==> src/rtl/mem_arbiter.sv <==
// mem_arbiter: N_CH-channel arbiter serialising 1/2/4-byte requests onto a byte-wide RAM/IO bus.
// Define MEM_ARB_RR_EN for round-robin arbitration; fixed priority (channel 0 first) otherwise.
module mem_arbiter #(
   parameter int unsigned N_CH   = 2,
   parameter int unsigned ADDR_W = 32,
   parameter int unsigned IO_GAP = 1
) (
   input  logic                   clk_in,
   input  logic                   rst_in,
   input  logic                   rdy_in,
   input  logic [N_CH-1:0]        req_valid,
   input  logic [N_CH-1:0]        req_wr,
   input  logic [N_CH*ADDR_W-1:0] req_addr,
   input  logic [N_CH*2-1:0]      req_len,
   input  logic [N_CH*32-1:0]     req_wdata,
   input  logic [N_CH-1:0]        flush_in,
   output logic [N_CH-1:0]        req_ready,
   output logic [N_CH-1:0]        resp_valid,
   output logic [31:0]            resp_data,
   input  logic [7:0]             mem_din,
   output logic [7:0]             mem_dout,
   output logic [ADDR_W-1:0]      mem_a,
   output logic                   mem_wr,
   input  logic                   io_buffer_full
);
   localparam int unsigned CW = (N_CH > 1) ? $clog2(N_CH) : 1;

   typedef enum logic [2:0] {IDLE, READ, WRITE, IO_WAIT, GAP} state_t;
   state_t state_q, state_d;

   logic [CW-1:0]     ch_q, gsel;
   logic [ADDR_W-1:0] addr_q, mem_a_q, nxt_a, sel_addr;
   logic [31:0]       wdata_q, rdata_q, sel_wdata;
   logic [1:0]        sel_len, gap_q, cap_idx;
   logic [2:0]        cnt_q, n_q;
   logic              is_io_q, stalled_q;
   logic [N_CH-1:0]   resp_valid_q, elig, ready_c;
   logic              found, replay, adv, grant, rd_step, cap, wr_byte, fin, gap_ld;
`ifdef MEM_ARB_RR_EN
   logic [CW-1:0]     ptr_q;
`endif

   function automatic logic [2:0] len_bytes(input logic [1:0] l);
      return l[1] ? 3'd4 : (l[0] ? 3'd2 : 3'd1);
   endfunction

   assign elig      = req_valid & ~flush_in;
   assign sel_addr  = req_addr[gsel*ADDR_W +: ADDR_W];
   assign sel_len   = req_len[gsel*2 +: 2];
   assign sel_wdata = req_wdata[gsel*32 +: 32];
   // After a stall, one replay cycle re-issues the byte whose data capture was lost
   assign replay    = stalled_q & rdy_in;
   assign adv       = rdy_in & ~stalled_q;
   assign cap_idx   = cnt_q[1:0] - 2'd1;
   assign nxt_a     = addr_q + ADDR_W'(cnt_q + 3'd1);

   always_comb begin
      logic [CW-1:0] idx;
      found = 1'b0;
      gsel  = '0;
      idx   = '0;
      for (int unsigned i = 0; i < N_CH; i++) begin
`ifdef MEM_ARB_RR_EN
         idx = CW'((32'(ptr_q) + i) % N_CH);
`else
         idx = CW'(i);
`endif
         if (!found && elig[idx]) begin
            found = 1'b1;
            gsel  = idx;
         end
      end
   end

   always_ff @(posedge clk_in or negedge rst_in) begin
      if (!rst_in) state_q <= IDLE;
      else         state_q <= state_d;
   end

   always_comb begin
      state_d = state_q;
      ready_c = '0;
      mem_wr  = 1'b0;
      grant   = 1'b0;
      rd_step = 1'b0;
      cap     = 1'b0;
      wr_byte = 1'b0;
      fin     = 1'b0;
      gap_ld  = 1'b0;
      case (state_q)
         IDLE: begin
            if (adv && found) begin
               grant          = 1'b1;
               ready_c[gsel]  = 1'b1;
               state_d        = req_wr[gsel] ? WRITE : READ;
            end
         end
         READ: begin
            if (rdy_in && flush_in[ch_q]) begin
               state_d = IDLE;
            end else if (adv) begin
               rd_step = 1'b1;
               cap     = (cnt_q != 3'd0);
               if (cnt_q == n_q) begin
                  fin     = 1'b1;
                  state_d = IDLE;
               end
            end
         end
         WRITE, IO_WAIT: begin
            if (adv) begin
               if (is_io_q && io_buffer_full) begin
                  state_d = IO_WAIT;
               end else begin
                  mem_wr  = 1'b1;
                  wr_byte = 1'b1;
                  if (is_io_q && IO_GAP != 32'd0) begin
                     gap_ld  = 1'b1;
                     state_d = GAP;
                  end else if (cnt_q == n_q - 3'd1) begin
                     fin     = 1'b1;
                     state_d = IDLE;
                  end else begin
                     state_d = WRITE;
                  end
               end
            end
         end
         GAP: begin
            if (adv && gap_q == 2'd1) begin
               if (cnt_q == n_q) begin
                  fin     = 1'b1;
                  state_d = IDLE;
               end else begin
                  state_d = WRITE;
               end
            end
         end
         default: state_d = IDLE;
      endcase
   end

   always_ff @(posedge clk_in or negedge rst_in) begin
      if (!rst_in) begin
         ch_q         <= '0;
         addr_q       <= '0;
         mem_a_q      <= '0;
         wdata_q      <= '0;
         rdata_q      <= '0;
         cnt_q        <= '0;
         n_q          <= '0;
         gap_q        <= '0;
         is_io_q      <= 1'b0;
         stalled_q    <= 1'b0;
         resp_valid_q <= '0;
`ifdef MEM_ARB_RR_EN
         ptr_q        <= '0;
`endif
      end else begin
         stalled_q <= (state_q != IDLE) && !rdy_in;
         if (rdy_in) begin
            resp_valid_q <= '0;
            if (fin) resp_valid_q[ch_q] <= 1'b1;
         end
         if (grant) begin
            ch_q    <= gsel;
            addr_q  <= sel_addr;
            mem_a_q <= sel_addr;
            wdata_q <= sel_wdata;
            n_q     <= len_bytes(sel_len);
            is_io_q <= (sel_addr[17:16] == 2'b11);
            cnt_q   <= '0;
            if (!req_wr[gsel]) rdata_q <= '0;
`ifdef MEM_ARB_RR_EN
            ptr_q   <= (32'(gsel) == N_CH - 1) ? '0 : CW'(gsel + 1'b1);
`endif
         end
         if (rd_step || wr_byte) begin
            cnt_q <= cnt_q + 3'd1;
            if ((cnt_q + 3'd1) < n_q) mem_a_q <= nxt_a;
         end
         if (cap) rdata_q[{cap_idx, 3'b000} +: 8] <= mem_din;
         if (gap_ld) gap_q <= 2'(IO_GAP);
         else if (state_q == GAP && adv && gap_q != 2'd0) gap_q <= gap_q - 2'd1;
      end
   end

   always_comb begin
      mem_a = mem_a_q;
      if (replay && state_q == READ)
         mem_a = (cnt_q == 3'd0) ? addr_q : addr_q + ADDR_W'(cap_idx);
   end

   assign req_ready  = ready_c & {N_CH{rst_in}};
   assign resp_valid = resp_valid_q;
   assign resp_data  = rdata_q;
   assign mem_dout   = wdata_q[{cnt_q[1:0], 3'b000} +: 8];

endmodule

==> config.mk <==
export PLATFORM = sky130hd
export DESIGN_NAME = mem_arbiter
export DESIGN_NICKNAME = d
export VERILOG_FILES = /design/src/rtl/mem_arbiter.sv
export SDC_FILE = /design/constraint.sdc
export NUM_CORES = 1
export LEC_CHECK = 0
export CAP_MARGIN = 20
export CORE_UTILIZATION = 45
export DETAILED_ROUTE_END_ITERATION = 10
export PLACE_DENSITY = 0.78
export RECOVER_POWER = 50
export SYNTH_ARGS = -nofsm -noshare
export SYNTH_HDL_FRONTEND = slang
export SYNTH_SLANG_ARGS = --single-unit
==> constraint.sdc <==
create_clock -name clk_in -period 4.05 [get_ports clk_in]
set_input_delay 1.215 -clock clk_in [delete_from_list [all_inputs] [get_ports clk_in]]
set_output_delay 1.215 -clock clk_in [all_outputs]
set_load 0.01 [all_outputs]
==> qor.csv, run 1 <==
metric,value,unit
status,"finished, violations left",
violations,"capacitance limit, slew limit",
tns,0,ps
clk_pin_slew,60,ps
slew_headroom,-34.90,%
slew_violations,145,
nFillCells,1581,
overflow,0,
n_antenna_cell,0,
powerDensity,676.4,nW/um2
clk_latency,430,ps
worstHoldStart,resp_data[3]$_DFF_PN0_,
core-area,18770,um2
cp_data_arrival_time,2810,ps
vias_per_cell,5.875,
num_vias,8436,
cts_buffer_depth,2,
grt_pass1_wl,43.72,mm
grt_max_degree,145,
rsz0062_at_grt,true,
cts_buffers,17,
final_nets,1358,
fin_crit,4024,ps
layout-drive-gt1-share,10.48,%
initial_utilization,46.11,%
finalHoldViolCount,0,
finalCritPeriodShare,99.37,%
fp.dieW,140.7,um
dp_cells,1395,
final_cell_mix,"clkdlybuf4s50_1 (158), dfrtp_1 (144), nand2_1 (94)",
worstMarginPinSlew,2024,ps
ios,227,
clockRootBuffer,clkbuf_16,
fin_cells,1436,
synth-main-ff-cell,dfrtp_1,
syn_nets,1143,
final_common_cell,clkdlybuf4s50_1,
syn_avg_cell_area,8.884,um2
yosysTopAreaCell,dfrtp_1,
routed_wirelength,26.97,mm
die_h,140.7,um
grt.total_usage,28.39,%
grt_antenna_before_repair,1,
place_congestion,0.9287,
ys_top_cells_by_area,"dfrtp_1 (42%), nand3_1 (5.1%), o21ai_0 (4.3%)",
synth-edff-count,0,
crit_fanout,3,
skew,9.779,ps
hold_path_class,register to register,
finalSetupViolations,0,
crit_required,2830,ps
crit_path_end_kind,output port,
netlist_area,8653,um2
cts_hold_buf,0,
fin_total_pwr,8.022,mW
ant_nets,0,
grt_pass1_vias,8396,
dieArea,19790,um2
hold_ws,485.6,ps
firstDrtPassIters,5,
rr_startpoint,state_q[2]$_DFFE_PN0P_,
ys_seq_elements,144,
ys_seq_area_share,41.64,%
drtIter0Drc,542,
leakagePower,4.926,nW
ir_drop,0.3826,mV
yosysWarnings,0,
synthCells,974,
synthArstFlopShare,100.0,%
startpoint_type,register,
crit_type,register to output port,
synth_cell_types,63,
drcViolationCount,0,
crit_start,cnt_q[0]$_DFFE_PN0P_,
synth_top_area_share,41.64,%
cts_tree,built,
port_buffers,226,
timing.fmax,248.5,MHz
postLayoutCoreUtil,63.19,%
cap_viol_max_count,1,
placement_rows,50,
clock-sinks,144,
cts.htree.levels,4,
area_delta_synth_final,37.04,%
avgRoutedWirePerCell,18.78,um
hpwl,19.10,mm
==> synthesized netlist by cell type (2+ instances only) <==
cell type	n
dfrtp_1	144
nand2_1	96
nor2_1	92
nand3_1	89
o21ai_0	74
clkbuf_1	50
xor2_1	38
a31oi_1	36
a21oi_1	35
o211ai_1	32
o21a_1	27
a32o_1	25
buf_2	25
xnor2_1	23
ha_1	17
nand4_1	17
nor2b_1	17
inv_1	16
and3_1	15
a22o_1	11
mux4_2	8
a21boi_0	7
nand2b_1	7
nor3_1	7
and4_1	5
nor4_1	5
and2_1	4
or3_1	4
a211oi_1	3
buf_1	3
clkbuf_2	3
mux2_2	3
mux2i_1	3
fa_1	2
o22ai_1	2
o31ai_1	2
==> report_power, final <==
part / switching [mW] / leakage, nW / total (mW) / internal [mW]
combinational: 2.02 / 2.89 / 3.84 / 1.82
clock: 0.663 / 0.292 / 1.60 / 0.932
sequential: 0.573 / 1.75 / 2.59 / 2.02
total: 3.25 / 4.93 / 8.02 / 4.77
==> routing by layer <==
layer / track usage [%] / wire length [um] / up-vias
li1: - / - / 3956
met1: 37.93 / 11910 / 4059
met2: 44.54 / 12300 / 366
met3: 5.740 / 1990 / 55
met4: 12.93 / 777 / 0
met5: 0 / 0 / -
==> metrics by stage <==
step                area, um2  setup slack, ps
global route            11860           -56.15
floorplan                8655            159.6
finish                  11860            25.70
detailed placement      11230           -240.4
global placement        11230           -171.6
CTS                     11910            3.713
==> critical path, stage by stage (launching register included) <==
cell             delay, ps
dfrtp_1                340
inv_1                   60
ha_1                   310
inv_2                  100
fa_2                   220
nand2_2                 80
nor3_4                 200
nand4_2                210
buf_6                  180
o21a_1                 170
o31a_1                 290
clkdlybuf4s15_2        230
==> cell type report <==
type	instances	area [um2]	area share [%]
clock buffer	18	439.2	3.703
sequential	144	3603	30.39
timing repair buffer	279	2629	22.17
multi-input combinational	731	4682	39.48
clock inverter	14	152.6	1.287
tap	234	292.8	2.469
inverter	16	60.06	0.5064
==> worst paths after layout <==
kind	end	slack (ps)	cells past startpoint
setup reg to reg	mem_a_q[31]$_DFF_PN0_	1160	7
min in group asynchronous	resp_data[27]$_DFF_PN0_	1610	2
hold / removal	resp_data[3]$_DFF_PN0_	490	1
setup / recovery	mem_a[26]	30	11
hold reg to reg	resp_data[3]$_DFF_PN0_	490	1
max in group asynchronous	mem_a_q[24]$_DFF_PN0_	1160	2
==> cells by family after synthesis <==
logic type / share of synthesized area, %
AOI/OAI and AO/OA: 20.42
xor gates and xnor gates: 6.434
adders and majority gates: 2.921
buffers and inverters: 4.829
DFF: 41.64
muxes: 2.820
and+or+nand+nor: 20.94
==> state kept, by name, indices dropped and copies added, names as in the netlist <==
| name | count |
|---|---|
| state_q | 3 |
| addr_q | 32 |
| wdata_q | 32 |
| mem_a_q | 32 |
| resp_data | 32 |
| n_q | 3 |
| is_io_q | 1 |
| gap_q | 2 |
| resp_valid | 2 |
| cnt_q | 3 |
| ch_q | 1 |
| stalled_q | 1 |
==> timing repair <==
item / in CTS / in global routing
resized for setup: 48 / 23
buffers inserted: 7 / 1
gates cloned: 1 / 0
pin swaps: 4 / 1
setup endpoints to repair: 34 / 19
Power figures use the tool's default switching activity.
==> run 2, diff against run 1 <==
- CAP_MARGIN: 20 -> default
==> results of run 2 <==
The final DEF is identical to that of run 1; final timing and power are the same.
==> run 3, diff against run 2 <==
- SLEW_MARGIN: default -> 20
==> results of run 3 <==
The final DEF is identical to that of run 1; final timing and power are the same.
